<file path="config.mk">
export PLATFORM = sky130hd
export DESIGN_NAME = addsub_seq
export DESIGN_NICKNAME = d
export VERILOG_FILES = /design/src/rtl/addsub_pkg.sv /design/src/rtl/addsub_chunk.sv /design/src/rtl/addsub_seq.sv
export SDC_FILE = /design/constraint.sdc
export NUM_CORES = 1
export LEC_CHECK = 0
export ABC_AREA = 1
export ABC_CLOCK_PERIOD_IN_PS = 2900
export BUFFER_PORTS_ARGS = -buffer_cell sky130_fd_sc_hd__clkbuf_2
export CELL_PAD_IN_SITES_DETAIL_PLACEMENT = 1
export CELL_PAD_IN_SITES_GLOBAL_PLACEMENT = 1
export CORE_ASPECT_RATIO = 1.25
export CORE_MARGIN = 3
export CORE_UTILIZATION = 38
export CTS_BUF_LIST = sky130_fd_sc_hd__clkbuf_4 sky130_fd_sc_hd__clkbuf_8
export DETAILED_ROUTE_END_ITERATION = 12
export PLACE_DENSITY = 0.88
export SYNTH_ARGS = -nofsm -noshare
export SYNTH_HDL_FRONTEND = slang
export SYNTH_SLANG_ARGS = --single-unit
</file>
<file path="constraint.sdc">
create_clock -name Clk -period 2.9 [get_ports Clk]
set_input_delay 0.58 -clock Clk [delete_from_list [all_inputs] [get_ports Clk]]
set_output_delay 0.58 -clock Clk [all_outputs]
set_load 0.01 [all_outputs]
</file>
<file path="src/rtl/addsub_pkg.sv">
// Shared types and elaboration helpers for the chunked adder/subtractor.
package addsub_pkg;

    typedef enum logic [1:0] {
        IDLE = 2'd0,
        ADD  = 2'd1,
        NEG  = 2'd2,
        DONE = 2'd3
    } state_e;

    function automatic int num_chunks(input int width, input int chunk);
        return width / chunk;
    endfunction

    function automatic bit chunk_fits(input int width, input int chunk);
        return (chunk > 0) && (chunk <= width) && ((width % chunk) == 0);
    endfunction

endpackage

</file>
<file path="src/rtl/addsub_chunk.sv">
// Combinational CHUNK-bit ripple adder slice shared by the ADD and NEG passes.
module addsub_chunk #(
    parameter int CHUNK = 4
) (
    input  logic [CHUNK-1:0] a_i,
    input  logic [CHUNK-1:0] b_i,
    input  logic             cin_i,
    output logic [CHUNK-1:0] sum_o,
    output logic             cout_o
);

    logic [CHUNK:0] full;

    assign full   = {1'b0, a_i} + {1'b0, b_i} + {{CHUNK{1'b0}}, cin_i};
    assign sum_o  = full[CHUNK-1:0];
    assign cout_o = full[CHUNK];

endmodule

</file>
<file path="src/rtl/addsub_seq.sv">
// Multi-cycle adder/subtractor: CHUNK bits per cycle, optional magnitude pass,
// flags committed together with Result when the operation completes.
module addsub_seq
    import addsub_pkg::*;
#(
    parameter int WIDTH     = 16,
    parameter int CHUNK     = 4,
    parameter int MAGNITUDE = 1
) (
    input  logic             Clk,
    input  logic             Reset,
    input  logic             Start,
    input  logic [WIDTH-1:0] A,
    input  logic [WIDTH-1:0] B,
    input  logic             Sub,
    input  logic             Signed,
    output logic             Busy,
    output logic             Done,
    output logic [WIDTH-1:0] Result,
    output logic             Cout,
    output logic             Sign,
    output logic             Overflow,
    output logic             Zero
);

    localparam int N  = num_chunks(WIDTH, CHUNK);
    localparam int IW = (N > 1) ? $clog2(N) : 1;
    localparam logic [WIDTH-1:0] CMASK = WIDTH'({CHUNK{1'b1}});

    if (!chunk_fits(WIDTH, CHUNK)) begin : g_bad_chunk
        $error("addsub_seq: WIDTH must be a positive multiple of CHUNK");
    end

    state_e           state_q, state_d;
    logic [IW-1:0]    idx_q, idx_d;
    logic             carry_q, carry_d;
    logic [WIDTH-1:0] a_q, a_d, b_q, b_d, acc_q, acc_d;
    logic             sub_q, sub_d, sgn_q, sgn_d;
    logic [WIDTH-1:0] result_q, result_d;
    logic             cout_q, cout_d, sign_q, sign_d, ovf_q, ovf_d, zero_q, zero_d;

    logic [31:0]      base;
    logic [CHUNK-1:0] ch_a, ch_b, ch_sum;
    logic             ch_cout, last, r_msb, s_ovf, add_ovf, add_sign, neg_go;
    logic [WIDTH-1:0] acc_wr;

    assign base = 32'(idx_q) * 32'(CHUNK);
    assign last = (idx_q == IW'(N - 1));

    // NEG reuses the adder as ~acc + 0 + carry, with carry seeded to 1.
    always_comb begin
        if (state_q == NEG) begin
            ch_a = ~CHUNK'(acc_q >> base);
            ch_b = '0;
        end else begin
            ch_a = CHUNK'(a_q >> base);
            ch_b = CHUNK'(b_q >> base);
        end
    end

    addsub_chunk #(.CHUNK(CHUNK)) u_chunk (
        .a_i   (ch_a),
        .b_i   (ch_b),
        .cin_i (carry_q),
        .sum_o (ch_sum),
        .cout_o(ch_cout)
    );

    assign acc_wr = (acc_q & ~(CMASK << base)) | (WIDTH'(ch_sum) << base);

    // Flags from the ADD-pass result; only meaningful on the last ADD chunk.
    assign r_msb    = acc_wr[WIDTH-1];
    assign s_ovf    = (a_q[WIDTH-1] == b_q[WIDTH-1]) && (r_msb != a_q[WIDTH-1]);
    assign add_ovf  = sgn_q ? s_ovf : (sub_q ? 1'b0 : ch_cout);
    assign add_sign = sgn_q ? (r_msb ^ s_ovf) : (sub_q ? ~ch_cout : 1'b0);
    assign neg_go   = (MAGNITUDE != 0) && !sgn_q && sub_q && !ch_cout;

    always_comb begin
        state_d  = state_q;
        idx_d    = idx_q;
        carry_d  = carry_q;
        a_d      = a_q;
        b_d      = b_q;
        sub_d    = sub_q;
        sgn_d    = sgn_q;
        acc_d    = acc_q;
        result_d = result_q;
        cout_d   = cout_q;
        sign_d   = sign_q;
        ovf_d    = ovf_q;
        zero_d   = zero_q;
        unique case (state_q)
            IDLE, DONE: begin
                state_d = IDLE;
                if (Start) begin
                    a_d     = A;
                    b_d     = Sub ? ~B : B;
                    sub_d   = Sub;
                    sgn_d   = Signed;
                    carry_d = Sub;
                    idx_d   = '0;
                    state_d = ADD;
                end
            end
            ADD: begin
                acc_d   = acc_wr;
                carry_d = ch_cout;
                idx_d   = idx_q + 1'b1;
                if (last) begin
                    idx_d = '0;
                    if (neg_go) begin
                        carry_d = 1'b1;
                        state_d = NEG;
                    end else begin
                        result_d = acc_wr;
                        cout_d   = ch_cout;
                        sign_d   = add_sign;
                        ovf_d    = add_ovf;
                        zero_d   = (acc_wr == '0);
                        state_d  = DONE;
                    end
                end
            end
            NEG: begin
                acc_d   = acc_wr;
                carry_d = ch_cout;
                idx_d   = idx_q + 1'b1;
                if (last) begin
                    // NEG only follows an unsigned borrow: Cout=0, Sign=1, no overflow.
                    idx_d    = '0;
                    result_d = acc_wr;
                    cout_d   = 1'b0;
                    sign_d   = 1'b1;
                    ovf_d    = 1'b0;
                    zero_d   = (acc_wr == '0);
                    state_d  = DONE;
                end
            end
            default: state_d = IDLE;
        endcase
    end

    always_ff @(posedge Clk) begin
        if (Reset) begin
            state_q  <= IDLE;
            idx_q    <= '0;
            carry_q  <= 1'b0;
            a_q      <= '0;
            b_q      <= '0;
            sub_q    <= 1'b0;
            sgn_q    <= 1'b0;
            acc_q    <= '0;
            result_q <= '0;
            cout_q   <= 1'b0;
            sign_q   <= 1'b0;
            ovf_q    <= 1'b0;
            zero_q   <= 1'b0;
        end else begin
            state_q  <= state_d;
            idx_q    <= idx_d;
            carry_q  <= carry_d;
            a_q      <= a_d;
            b_q      <= b_d;
            sub_q    <= sub_d;
            sgn_q    <= sgn_d;
            acc_q    <= acc_d;
            result_q <= result_d;
            cout_q   <= cout_d;
            sign_q   <= sign_d;
            ovf_q    <= ovf_d;
            zero_q   <= zero_d;
        end
    end

    assign Busy     = (state_q == ADD) || (state_q == NEG);
    assign Done     = (state_q == DONE);
    assign Result   = result_q;
    assign Cout     = cout_q;
    assign Sign     = sign_q;
    assign Overflow = ovf_q;
    assign Zero     = zero_q;

endmodule

</file>
==> results_dict.tcl, run 1 <==
set metrics [dict create \
    cap_violations 0 \
    min_path_type "reg2reg" \
    finalSetupViolations 0 \
    synth-seq-cells 75 \
    dr.pass1.iters 6 \
    min_to "a_q[9]$_SDFFE_PP0P_" \
    critPathLaunchType "register" \
    cellPowerDensity_nw_per_um2 1160 \
    postSynthCellCount 540 \
    ys_types 31 \
    numCtsBuffers 9 \
    drive_gt1_share_pct 22.7 \
    final_cell_mix "o21ai_0, dfxtp_1, nor2_1" \
    wirelength_um 12200 \
    htreeDepth 3 \
    dp_hpwl_um 8660 \
    synthArstFlopShare_pct 0 \
    peakVddDrop_v 0.000404 \
    cts.path.max_buffers 2 \
    slew_violations 0 \
    portBuffers 58 \
    die_h_um 118 \
    rsz0062_at_grt "yes" \
    antenna_found_initial 0 \
    die-area_um2 11300 \
    placed_area_um2 4320 \
    synth_edf_count 0 \
    fin_crit_ps 2890 \
    root_buffer "clkbuf_8" \
    relSlewSlack_pct 49.4 \
    grt_pass1_wl_um 18800 \
    cts.sinks 75 \
    crit_path_max_fanout 14 \
    max_clock_freq_mhz 346 \
    arrival_ps 3190 \
    final_util_pct 48.0 \
    ys_seq_area_share_pct 39.3 \
    r2r-end "Zero$_SDFFE_PP0P_" \
    fill_cells 1272 \
    path_clk_slew_ps 80 \
    final.setup.worst_slack_ps 9.87 \
    ys_warn_count 0 \
    route.detailed.drc 0 \
    rr_startpoint "idx_q[0]$_SDFFE_PP0P_" \
    num-nets-final 657 \
    synth_flop_cell "dfxtp_1" \
    start_util_pct 39.3 \
    worst_ep_required_time_ps 3200 \
    holdCritStartpoint "a_q[9]$_SDFFE_PP0P_" \
    grt_use_total_pct 21.2 \
    p_leak_nw 2.14 \
    die_w_um 95.6 \
    reg2reg_depth 16 \
    vias 3895 \
    wl_per_cell_um 16.5 \
    cts_tree "built" \
    drtAntennaViolNets 0 \
    design_area_um2 4660 \
    period_share_pct 99.7 \
    syn_to_final_growth_pct 22.1 \
    place_congestion 0.902 \
    r2r_setup_slack_ps 10 \
    path_class "reg2reg" \
    critPathCaptureType "register" \
    pre_cts_ws_ps -22.1 \
    grt_pass1_vias 3926 \
    insertion_delay_ps 370 \
    num_rows 40 \
    via_per_inst 5.27 \
    holdPathStages 2 \
    drtIter0Drc 131 \
    core-area_um2 9710 \
    io_pins 59 \
    hold_viol_final 0 \
    tightest_slew_ps 754 \
    syn_area_um2 3820 \
    synth.net_count 589 \
    status "finished, final reports clean" \
    finClkSkew_ps 9.59 \
    final_common_cell "o21ai_0" \
    grt_max_degree 33 \
    gr-total-overflow 0 \
    n_antenna_cell 0 \
    syn_area_per_cell_um2 7.07 \
]
==> cells by family after synthesis <==
logic type	after synthesis	synth area share, %
DFF	75	39.3
AOI/OAI and AO/OA	163	22.3
xor gates and xnor gates	16	3.67
and+or+nand+nor	182	20.2
adders and majority gates	12	4.33
buffers and inverters	92	10.2
==> worst max-delay path by stage <==
| stage | from | to | slack [ps] | cells past startpoint |
|---|---|---|---|---|
| 3_5_place_dp | idx_q[0]$_SDFFE_PP0P_ | Zero$_SDFFE_PP0P_ | -20 | 18 |
| 3_3_place_gp | idx_q[0]$_SDFFE_PP0P_ | Zero$_SDFFE_PP0P_ | 100 | 18 |
| 2_1_floorplan | idx_q[1]$_SDFFE_PP0P_ | Zero$_SDFFE_PP0P_ | 60 | 17 |
| 4_1_cts | state_q[0]$_SDFFE_PP0P_ | Zero$_SDFFE_PP0P_ | 3 | 18 |
| 5_1_grt | idx_q[0]$_SDFFE_PP0P_ | Result[8]$_SDFFE_PP0P_ | -170 | 17 |
| 6_report | idx_q[0]$_SDFFE_PP0P_ | Zero$_SDFFE_PP0P_ | 10 | 16 |
==> repair_timing <==
item / in CTS / in global routing
setup buffers: 1 / 3
cloned: 0 / 1
endpoints found under the hold margin: 0 / 0
gates resized for setup: 7 / 29
setup endpoints to repair: 1 / 20
pin swaps: 5 / 20
hold buffers: 0 / 0
==> report_power, final <==
group	internal, mW	switching (mW)
combinational	1.10	1.98
clock	0.419	0.418
sequential	1.32	0.189
total	2.84	2.59
==> registers in the layout, indices dropped and copies added (netlist names) <==
name / cells
Cout: 1
Overflow: 1
Result: 16
Sign: 1
Zero: 1
a_q: 16
acc_q: 16
b_q: 16
carry_q: 1
idx_q: 2
sgn_q: 1
state_q: 2
sub_q: 1
==> metal layers <==
layer / GRT usage (%) / vias up / wire, um / share of wire [%]
li1: - / 1913 / - / -
met2: 36.6 / 101 / 6260 / 51
met4: 10.7 / 0 / 454 / 3.7
met3: 4.28 / 32 / 489 / 4.0
met5: 0 / - / 0 / 0
met1: 24.1 / 1849 / 4980 / 41
==> cells in the mapped netlist (2+ instances only) <==
| cell type | n | area (um2) |
|---|---|---|
| o21ai_0 | 88 | 440 |
| dfxtp_1 | 75 | 1500 |
| nor2_1 | 74 | 278 |
| nand2_1 | 67 | 251 |
| inv_1 | 55 | 206 |
| a21oi_1 | 54 | 270 |
| nand3_1 | 24 | 120 |
| xnor2_1 | 16 | 140 |
| buf_2 | 15 | 75.1 |
| clkbuf_1 | 13 | 48.8 |
| a31oi_1 | 12 | 75.1 |
| ha_1 | 10 | 125 |
| nand4_1 | 8 | 50.1 |
| buf_1 | 3 | 11.3 |
| buf_6 | 3 | 33.8 |
| o211ai_1 | 3 | 22.5 |
| a21oi_2 | 2 | 17.5 |
| fa_1 | 2 | 40.0 |
| nand2_2 | 2 | 12.5 |
| nor3_1 | 2 | 10.0 |
| o21ai_1 | 2 | 10.0 |
==> layout make-up <==
| class | count | area, um2 | share of cell area, % |
|---|---|---|---|
| Clock buffer | 10 | 138 | 2.95 |
| Sequential cell | 75 | 1510 | 32.4 |
| Timing Repair Buffer | 91 | 569 | 12.2 |
| Tap cell | 126 | 158 | 3.38 |
| Multi-Input combinational cell | 373 | 1990 | 42.8 |
| Inverter | 58 | 225 | 4.83 |
| Clock inverter | 6 | 65.1 | 1.40 |
==> critical path: stages (launching register included) <==
cell     delay (ps)
dfxtp_4         370
inv_4           130
o21ai_0         160
o22ai_2         160
nand2_1         100
fa_2            370
inv_2            70
fa_2            480
nand3_2         100
nand2_1          90
nor2_1          100
nand2_1          80
nor2_2          150
nand3_1          90
nor2_1          120
nand3_1         100
a21oi_2         140
==> stage by stage <==
step | hold slack, ps | power, mW | setup TNS, ps | instances
5_1_grt | 482 | 5.84 | -1710 | 739
4_1_cts | 465 | 5.19 | 0 | 735
6_report | 467 | 5.42 | 0 | 739
3_5_place_dp | 459 | 4.27 | -22.1 | 718
2_1_floorplan | 425 | 3.34 | 0 | 540
3_3_place_gp | 448 | 4.12 | 0 | 718
Power figures use the tool's default switching activity.
==> run 2, diff against run 1 <==
--- a/config.mk
+++ b/config.mk
@@ -15,6 +15,7 @@
 export CORE_UTILIZATION = 38
 export CTS_BUF_LIST = sky130_fd_sc_hd__clkbuf_4 sky130_fd_sc_hd__clkbuf_8
 export DETAILED_ROUTE_END_ITERATION = 12
+export MAX_ROUTING_LAYER = met4
 export PLACE_DENSITY = 0.88
 export SYNTH_ARGS = -nofsm -noshare
 export SYNTH_HDL_FRONTEND = slang
==> results_dict.tcl, run 2 (same netlist as run 1, synthesis figures left out) <==
set metrics [dict create \
    max_clock_freq_mhz 341 \
    numCtsBuffers 9 \
    critPathCaptureType "register" \
    dr.pass1.iters 4 \
    cellPowerDensity_nw_per_um2 1200 \
    route.detailed.drc 0 \
    fin_crit_ps 2930 \
    grt_pass1_wl_um 19400 \
    min_path_type "reg2reg" \
    die_w_um 95.6 \
    relSlewSlack_pct 56.5 \
    final_common_cell "o21ai_0" \
    finClkSkew_ps 11.4 \
    crit_path_start "idx_q[0]$_SDFFE_PP0P_" \
    insertion_delay_ps 370 \
    gr-total-overflow 0 \
    path_clk_slew_ps 80 \
    antenna_found_initial 0 \
    grt_use_total_pct 22.4 \
    root_buffer "clkbuf_8" \
    final.setup.worst_slack_ps -32.6 \
    htreeDepth 3 \
    final_cell_mix "o21ai_0, dfxtp_1, nor2_1" \
    p_switching_mw 2.61 \
    violations "setup timing" \
    cts.path.max_buffers 2 \
    combPwrFrac_pct 56.1 \
    cts.sinks 75 \
    core-area_um2 9710 \
    wl_per_cell_um 16.6 \
    period_share_pct 101 \
    syn_to_final_growth_pct 25.8 \
    via_per_inst 5.27 \
    p_clk_share_pct 17.5 \
    crit_path_max_fanout 6 \
    vias 3940 \
    cp-endpoint "Zero$_SDFFE_PP0P_" \
    rr_startpoint "idx_q[0]$_SDFFE_PP0P_" \
    place_congestion 0.857 \
    arrival_ps 3230 \
    placed_area_um2 4350 \
    critPathMaxStageDelay_ps 490 \
    grt_pass1_vias 4085 \
    drtAntennaViolNets 0 \
    status "finished, violations left" \
    reg2reg_depth 18 \
    design_area_um2 4800 \
    rsz0062_at_grt "yes" \
    wirelength_um 12400 \
    r2r_setup_slack_ps -30 \
    final_cells 748 \
    dp_cells 720 \
    p_leak_nw 2.22 \
    portBuffers 58 \
    tightest_slew_ps 648 \
    slowest_stage "fa_2" \
    finalSetupViolations 1 \
    critPathLaunchType "register" \
    die_h_um 118 \
    num_rows 40 \
    fin_setup_tns_ps -32.6 \
    path_cells "buf_6, a21oi_2, o21ai_1, nand3_1, nand2_1, inv_2, fa_2, inv_2, fa_2, nand3_2, nand2_1, nor2_1, nand2_1, nor2_2, nand3_1, nor2_1, nand3_1, a21oi_2" \
    p_int_mw 3.14 \
    grt_max_degree 29 \
    peakVddDrop_v 0.000382 \
    io_pins 59 \
    num-nets-final 666 \
    slew_violations 0 \
    cts_tree "built" \
    r2r-end "Zero$_SDFFE_PP0P_" \
    seqPwrFrac_pct 26.4 \
    hold_viol_final 0 \
    power_mw 5.75 \
    worst_ep_required_time_ps 3200 \
    start_util_pct 39.3 \
    cap_violations 0 \
    n_antenna_cell 0 \
    drive_gt1_share_pct 23.8 \
    die-area_um2 11300 \
    dp_hpwl_um 8900 \
    switching_share_pct 45.4 \
    drtIter0Drc 140 \
    path_class "reg2reg" \
]
## run 2: cell types whose count changed in the layout (fill, tap and decap cells not counted), moves of 2 or more
| cell | delta |
|---|---|
| bufinv_16 | +2 |
| buf_6 | -3 |
| o21ai_1 | +4 |
| clkinvlp_4 | -4 |
| o21ai_0 | -3 |
| buf_4 | +8 |
| clkbuf_16 | +2 |
| inv_4 | -2 |
## run 2: routing by layer
layer	track usage (%)	vias to the layer above	wire (um)
met2	37.8	84	6500
met4	9.52	0	366
met5	-	-	0
met3	4.09	33	460
met1	25.5	1893	5100
li1	-	1930	-
## run 2: critical path: cells and delay by family (launching register included)
family          cells  cell delay [ps]
compound gates      3              270
fa+ha+maj           2              830
buf+inv             3              260
flops               1              440
simple gates       10             1070
## run 2: timing repair
action | 4_1_cts | 5_1_grt
gates cloned | 0 | 3
hold buffers | 0 | 0
setup buffers | 0 | 9
pin swaps | 1 | 18
setup endpoints to repair | 1 | 13
resized for setup | 8 | 25
## run 2: cell type report
type / instances / area [um2]
fillers: 1276 / 4910
multi-input cells: 373 / 2000
flip-flops and latches: 75 / 1510
repair buffers: 100 / 671
inverters: 58 / 225
well taps: 126 / 158
clock buffers: 11 / 145
clock inverters: 5 / 100
## run 2: worst min path at each step
stage / endpoint / from / cells after the start / slack [ps]
final: a_q[9]$_SDFFE_PP0P_ / a_q[9]$_SDFFE_PP0P_ / 2 / 460
after global routing: Cout$_SDFFE_PP0P_ / Cout$_SDFFE_PP0P_ / 2 / 480
after CTS: a_q[14]$_SDFFE_PP0P_ / A[14] / 3 / 470
after detailed placement: Cout$_SDFFE_PP0P_ / Cout$_SDFFE_PP0P_ / 2 / 460
after global placement: Cout$_SDFFE_PP0P_ / Cout$_SDFFE_PP0P_ / 2 / 450
after floorplan: a_q[10]$_SDFFE_PP0P_ / a_q[10]$_SDFFE_PP0P_ / 2 / 420
## run 2: power by group through the flow
stage	combinational [mW]	clock [mW]	sequential (mW)
5_1_grt	3.58	1.07	1.54
3_3_place_gp	2.66	0	1.49
6_report	3.22	1.01	1.51
4_1_cts	2.84	1.02	1.50
2_1_floorplan	1.89	0	1.45
3_5_place_dp	2.78	0	1.51
## run 2: through the flow
stage | setup WS (ps) | utilization (%) | hold slack, ps
after global placement | 55.8 | 44.8 | 452
after global routing | -160 | 49.5 | 478
after detailed placement | -26.7 | 44.8 | 459
final | -32.6 | 49.5 | 464
after floorplan | 62.8 | - | 425
after CTS | 8.19 | 47.4 | 467
